[config.mk]
export PLATFORM = sky130hd
export DESIGN_NAME = uart_rx_core
export DESIGN_NICKNAME = d
export VERILOG_FILES = /design/src/rtl/uart_rx_core.sv
export SDC_FILE = /design/constraint.sdc
export NUM_CORES = 1
export LEC_CHECK = 0
export ABC_AREA = 1
export CORE_ASPECT_RATIO = 2
export CORE_MARGIN = 4
export CORE_UTILIZATION = 50
export CTS_BUF_LIST = sky130_fd_sc_hd__clkbuf_8
export DETAILED_ROUTE_END_ITERATION = 8
export GPL_ROUTABILITY_DRIVEN = 0
export PLACE_DENSITY = 0.71
export REMOVE_ABC_BUFFERS = 1
export SYNTH_ARGS = -nofsm -noshare
export SYNTH_HDL_FRONTEND = slang
export SYNTH_SLANG_ARGS = --single-unit
[constraint.sdc]
create_clock -name clk -period 3.1 [get_ports clk]
set_clock_uncertainty 0.2 [all_clocks]
set_input_delay 0.465 -clock clk [delete_from_list [all_inputs] [get_ports clk]]
set_output_delay 0.465 -clock clk [all_outputs]
set_load 0.05 [all_outputs]
[src/rtl/uart_rx_core.sv]
// Oversampling UART receiver: start-bit qualification, LSB-first payload, optional parity, 1-2 stop bits.
// Define UART_RX_SYNC_EN to pass the RX line through a 2-flop synchroniser (adds 2 cycles of latency).
module uart_rx_core #(
  parameter int DATA_WIDTH  = 8,
  parameter int CLK_PER_BIT = 16,
  parameter int PARITY_MODE = 0,
  parameter int STOP_BITS   = 1
) (
  input  logic                  clk,
  input  logic                  rst_n,
  input  logic                  signal,
  output logic [DATA_WIDTH-1:0] data,
  output logic                  valid,
  output logic                  ready,
  output logic                  parity_err,
  output logic                  frame_err
);

  localparam int CW = $clog2(CLK_PER_BIT);
  localparam int BW = $clog2(DATA_WIDTH + 1);
  localparam logic [CW-1:0] C_LAST      = CW'(CLK_PER_BIT - 1);
  localparam logic [CW-1:0] C_HALF_LAST = CW'(CLK_PER_BIT / 2 - 1);
  localparam logic [BW-1:0] B_DATA_LAST = BW'(DATA_WIDTH - 1);
  localparam logic [BW-1:0] B_STOP_LAST = BW'(STOP_BITS - 1);
  localparam logic          ODD_PAR     = (PARITY_MODE == 2);

  typedef enum logic [2:0] {
    IDLE   = 3'd0,
    START  = 3'd1,
    DATA   = 3'd2,
    PARITY = 3'd3,
    STOP   = 3'd4
  } state_t;

  function automatic logic f_parity_fail(input logic [DATA_WIDTH-1:0] payload,
                                         input logic                  pbit,
                                         input logic                  odd);
    return (((^payload) ^ pbit) != odd);
  endfunction

  logic w_line;

  state_t                r_state;
  logic [CW-1:0]         r_cnt;
  logic [BW-1:0]         r_bit;
  logic [DATA_WIDTH-1:0] r_shift;
  logic                  r_perr_acc;
  logic                  r_ferr_acc;
  logic [DATA_WIDTH-1:0] r_data;
  logic                  r_valid;
  logic                  r_perr;
  logic                  r_ferr;
  logic                  r_ready;

  state_t                w_state_nxt;
  logic [CW-1:0]         w_cnt_nxt;
  logic [BW-1:0]         w_bit_nxt;
  logic [DATA_WIDTH-1:0] w_shift_nxt;
  logic                  w_perr_acc_nxt;
  logic                  w_ferr_acc_nxt;
  logic [DATA_WIDTH-1:0] w_data_nxt;
  logic                  w_valid_nxt;
  logic                  w_perr_nxt;
  logic                  w_ferr_nxt;
  logic                  w_tick;

`ifdef UART_RX_SYNC_EN
  logic [1:0] r_sync;

  // Two-stage synchroniser, reset to the idle (high) line level
  always_ff @(posedge clk or negedge rst_n) begin
    if (!rst_n) begin
      r_sync <= 2'b11;
    end else begin
      r_sync <= {r_sync[0], signal};
    end
  end

  assign w_line = r_sync[1];
`else
  assign w_line = signal;
`endif

  // State, counters, shift register and registered outputs
  always_ff @(posedge clk or negedge rst_n) begin
    if (!rst_n) begin
      r_state    <= IDLE;
      r_cnt      <= '0;
      r_bit      <= '0;
      r_shift    <= '0;
      r_perr_acc <= 1'b0;
      r_ferr_acc <= 1'b0;
      r_data     <= '0;
      r_valid    <= 1'b0;
      r_perr     <= 1'b0;
      r_ferr     <= 1'b0;
      r_ready    <= 1'b1;
    end else begin
      r_state    <= w_state_nxt;
      r_cnt      <= w_cnt_nxt;
      r_bit      <= w_bit_nxt;
      r_shift    <= w_shift_nxt;
      r_perr_acc <= w_perr_acc_nxt;
      r_ferr_acc <= w_ferr_acc_nxt;
      r_data     <= w_data_nxt;
      r_valid    <= w_valid_nxt;
      r_perr     <= w_perr_nxt;
      r_ferr     <= w_ferr_nxt;
      r_ready    <= (w_state_nxt == IDLE);
    end
  end

  // Next-state and datapath decode; the bit-period counter restarts at every sample point
  always_comb begin
    w_state_nxt    = r_state;
    w_cnt_nxt      = r_cnt;
    w_bit_nxt      = r_bit;
    w_shift_nxt    = r_shift;
    w_perr_acc_nxt = r_perr_acc;
    w_ferr_acc_nxt = r_ferr_acc;
    w_data_nxt     = r_data;
    w_valid_nxt    = 1'b0;
    w_perr_nxt     = 1'b0;
    w_ferr_nxt     = 1'b0;
    w_tick         = (r_cnt == C_LAST);

    case (r_state)
      IDLE: begin
        w_cnt_nxt = '0;
        w_bit_nxt = '0;
        if (!w_line) begin
          w_state_nxt    = START;
          w_perr_acc_nxt = 1'b0;
          w_ferr_acc_nxt = 1'b0;
        end else begin
          w_state_nxt = IDLE;
        end
      end

      START: begin
        if (r_cnt == C_HALF_LAST) begin
          w_cnt_nxt   = '0;
          w_state_nxt = w_line ? IDLE : DATA;
        end else begin
          w_cnt_nxt = r_cnt + CW'(1);
        end
      end

      DATA: begin
        if (w_tick) begin
          w_cnt_nxt   = '0;
          w_shift_nxt = {w_line, r_shift[DATA_WIDTH-1:1]};
          if (r_bit == B_DATA_LAST) begin
            w_bit_nxt   = '0;
            w_state_nxt = (PARITY_MODE == 0) ? STOP : PARITY;
          end else begin
            w_bit_nxt = r_bit + BW'(1);
          end
        end else begin
          w_cnt_nxt = r_cnt + CW'(1);
        end
      end

      PARITY: begin
        if (w_tick) begin
          w_cnt_nxt      = '0;
          w_perr_acc_nxt = f_parity_fail(r_shift, w_line, ODD_PAR);
          w_state_nxt    = STOP;
        end else begin
          w_cnt_nxt = r_cnt + CW'(1);
        end
      end

      STOP: begin
        if (w_tick) begin
          w_cnt_nxt      = '0;
          w_ferr_acc_nxt = r_ferr_acc | ~w_line;
          if (r_bit == B_STOP_LAST) begin
            // Leave mid-stop-bit so a back-to-back start edge is seen in IDLE
            w_bit_nxt   = '0;
            w_state_nxt = IDLE;
            w_data_nxt  = r_shift;
            w_valid_nxt = 1'b1;
            w_perr_nxt  = r_perr_acc;
            w_ferr_nxt  = r_ferr_acc | ~w_line;
          end else begin
            w_bit_nxt = r_bit + BW'(1);
          end
        end else begin
          w_cnt_nxt = r_cnt + CW'(1);
        end
      end

      default: begin
        w_state_nxt = IDLE;
        w_cnt_nxt   = '0;
        w_bit_nxt   = '0;
      end
    endcase
  end

  assign data       = r_data;
  assign valid      = r_valid;
  assign ready      = r_ready;
  assign parity_err = r_perr;
  assign frame_err  = r_ferr;

endmodule

* Word-level counts from Yosys, hierarchy flattened *
Cells that the tools add are included.

word-level totals
  memory bits (read-only) = 0
  bits in latches = 0
  output and inout port bits = 12
  flip-flop bits (word level) = 33
  memories = 0
  RAM bits = 0

cells by class
  divide/modulo/power cells = 0
  multipliers = 0
  order comparisons = 0
  mux-type cells = 31
  equal/unequal tests = 11
  shifts and indexed selects = 0
  reduce and logical (&&, ||, !) cells = 13
  bitwise operators = 4
  $add $sub $neg = 2

operator list
  operator             count
  $mux 4               6
  $mux 3               6
  $pmux 3 s5           1
  $mux 1               13
  $pmux 4 s3           1
  $reduce_and 3->1     4
  $add 4x1->4 const B  2
  $eq 4x3->1 const B   2
  $ne 2x2->1 const B   4
  $pmux 4 s2           1
  $reduce_xor 8->1     1
  $eq 3x2->1 const B   2
  $logic_not 3->1      2
  $eq 4x4->1 const B   1
  $logic_not 4->1      1
  $pmux 1 s2           2
  $reduce_bool 2->1    2
  $eq 3x1->1 const B   1
  $eq 3x3->1 const B   1
  $reduce_or 3->1      1
  $mux 2               1
  $not 1->1            2
  $reduce_and 2->1     1
  $reduce_or 2->1      1
  2 further kinds      2

* Logic depth before layout (Yosys ltp) *
  word-level depth = 5
  gate-level depth with buffers = 10
  mapped depth without buffers = 10

* Least setup slack after synthesis *
Ideal clock, no wire load.

  path kind = flip-flop to flip-flop
  from = reg r_cnt[0]
  to = reg r_data[4] (netlist: data[4])
  stages on the path, launching flop included = 9
  library setup time = 74 ps
  setup slack = 1558 ps
  data required time = 2826 ps
  buffers on the path = 1
  arrival = 1268 ps
  period minus slack after synthesis = 1542 ps
  cells stage by stage = dfrtp_1 -> ha_1 -> nand3_4 -> nor2_4 -> inv_2 -> nor2_4 -> inv_4 -> buf_12 -> o21ai_2

between the ends
  word-level cells in the longest chain between the ends = 2

ends and longest elaborated chain
  what                        line  source
  from (decl)                 44    logic [CW-1:0] r_cnt;
  from (signal assigned)      100   r_cnt <= w_cnt_nxt;
  $eq 4x4->1                  125   w_tick = (r_cnt == C_LAST);
  $reduce_and 3->1 (no line)  n/a
  to (signal assigned)        105   r_data <= w_data_nxt;
  to (decl)                   49    logic [DATA_WIDTH-1:0] r_data;

Every way passes these cells.
A chain may end at the register's enable or synchronous reset.

* Final worst setup path *
  from = reg r_ready (netlist: ready)
  to = out ready

RTL lines
  what                    line  source
  from (decl)             53    logic r_ready;
  from (signal assigned)  109   r_ready <= (w_state_nxt == IDLE);
  to (decl)               14    output logic ready,

No word-level cell between the ends.

==> results.ini <==
[outcome]
status = finished clean

[routing]
dr.pass1.iters = 4
num_vias = 1316
wl_mm = 3.206
wl_per_cell_um = 12.93
via_per_inst = 5.306
ant_nets = 0
drc_errors = 0
drt_iter0_markers = 25

[pwr]
pwr-share-seq = 0.413
power.density_mw_per_mm2 = 658.8
p_sw_frac = 0.3344
irDropWorstVdd_v = 0.0004563
power_frac_clock = 0.325
p_leak_nw = 0.9454
p_comb_frac = 0.262
p_sw_mw = 0.4231
p_int_mw = 0.8421

[layout]
drive_above_1_share = 0.1382
final_nets = 222
area_growth_pct = 16.91
fin_area_mm2 = 0.001921
antennaDiodeCount = 0

[die]
ios = 15
rows = 29
die_y_um = 89.06
die_x_um = 48.53
start_util = 0.5204
core_area_mm2 = 0.003157
dieArea_mm2 = 0.004322

[clocking]
ctsHoldBuffers = 0
clock_latency_ns = 0.28
clockBufferDepth = 2
post-cts-setup-buffers = 0
cts_tree = done
cts_htree_levels = 2
clkTransAtPathRegs_ns = 0.07
clock_sinks = 33
cts_buffers = 5
cts-resized-gates = 0
clock-root-buffer = clkbuf_8

[sta]
fin_crit_sh = 0.7265
finalSetupViolCount = 0
finalHoldViolations = 0
fmax_ghz = 0.4440
max-slew-margin-rel = 0.6647
finalSetupTns_ns = 0
worst_slew_pin_slew_ns = 0.5014
period_minus_slack_ns = 2.252
slew_violations = 0
rsz0062_at_grt = false

[placement]
place_area_mm2 = 0.001804
io_buffers = 14
dp_hpwl_mm = 2.426

[logic_synthesis]
synthTopCellsByArea = dfrtp_1, nand2_1, inv_1, o21ai_2, o21ai_0
synth_flop_cell = dfrtp_1
synth.distinct_cells = 25
synth_common_cells = nand2_1, dfrtp_1, inv_1
ys_ff_latch = 33
synth_edf_count = 0
syn-instance-count = 196
mappedNetlistArea_mm2 = 0.001643
yosysSeqAreaShare = 0.5034
yosysMostFrequentCell = nand2_1
synth_top_area_cell = dfrtp_1
syn_area_per_cell_um2 = 8.382
synth_top_area_frac = 0.4874
async_flop_share = 1.000
yosysWarnings = 0

[grt]
grt-ovfl-total = 0
grt_pass1_wl_mm = 5.623
antenna_found_initial = 0
grt_pass1_vias = 1362
track_usage = 0.1675
grt_max_degree = 34

[setup_path]
r2r_setup_slack_ns = 1.28
reg2reg_from = r_cnt[0]$_DFF_PN0_
path_depth = 1
start_kind = flip-flop
path_delay_family = buffers and inverters
slowest_delay_ns = 0.79
critical_path_arrival_ns = 1.59
endpoint = ready
critPathSlowestCell = clkdlybuf4s50_1
worstReg2RegEnd = ready$_DFF_PN1_
cp.required_ns = 2.43
ff2ff_path_depth = 7
critPathCaptureType = output port
crit_start = ready$_DFF_PN1_
critPathMaxFanout = 1
critical_path.cell_chain = clkdlybuf4s50_1
path_buf_inv = 1
crit_type = reg -> out

[hold_path]
hold_start = r_cnt[0]$_DFF_PN0_
min_path_type = reg -> reg

[job]
cap_violations = 0

==> worst min path at each step <==
stage                     depth (start not counted)                   to  slack, ns
final                                             1   r_cnt[0]$_DFF_PN0_       0.28
after global routing                              2  data[2]$_DFFE_PN0P_       0.31
after CTS                                         1   r_cnt[0]$_DFF_PN0_       0.28
after detailed placement                          1   r_cnt[0]$_DFF_PN0_       0.26
after global placement                            1   r_cnt[0]$_DFF_PN0_       0.25
after floorplan                                   0  data[0]$_DFFE_PN0P_      -0.03
==> state kept, by name, summed over array words and instances (netlist names) <==
signal / cells
data: 8
parity_err: 1
r_perr_acc: 1
r_ferr_acc: 1
frame_err: 1
r_cnt: 4
r_shift: 8
ready: 1
r_state: 3
valid: 1
r_bit: 4
==> cell usage in the layout (no fill, tap or decap), drive strengths merged <==
cell           count
o31ai              1
and2               1
clkbuf             6
xor2               2
ha                 3
inv               30
nor2              22
bufinv             1
nor3b              1
nand2             61
clkdlybuf4s50     14
buf                1
a21oi              4
nand3             10
xnor2              1
nand3b             1
dfstp              1
dfrtp             32
nor3               4
o21ai             21
==> cell type report <==
class                           instances  area [um^2]
Fill cell                             266         1236
Sequential cell                        33        827.0
Multi-Input combinational cell        132        679.4
Timing Repair Buffer                   15        147.6
Inverter                               29        111.4
Clock buffer                            6        82.58
Tap cell                               31        38.79
Clock inverter                          2        33.78
==> kinds of logic after synthesis <==
group           after synthesis  synth area share
simple gates                100            0.2757
flops                        33            0.5034
buf+inv                      31           0.08302
compound gates               26           0.09901
xor+xnor                      3           0.01600
fa+ha+maj                     3           0.02285
==> routing by layer <==
layer	part of all wire	track usage
met5	0	0
met4	0.040	0.1078
met2	0.57	0.3155
met1	0.36	0.1552
met3	0.031	0.04341
==> power groups by stage <==
stage	logic [mW]	clock network, mW	registers, mW
after floorplan	0.233	0	0.538
after global placement	0.316	0	0.526
after detailed placement	0.329	0	0.531
after CTS	0.333	0.422	0.523
after global routing	0.379	0.437	0.530
final	0.331	0.411	0.523
==> per-stage QoR <==
stage	utilization	hold WS, ns	total power, mW	std cells	worst slack, ns
final	0.6084	0.2753	1.265	248	0.8480
after global routing	0.6084	0.3071	1.346	248	0.8155
after CTS	0.6084	0.2788	1.278	248	0.8301
after detailed placement	0.5715	0.2607	0.8599	240	1.148
after global placement	0.5715	0.2470	0.8413	240	1.147
after floorplan	-	-0.03059	0.7715	194	1.575
Power figures use the tool's default switching activity.
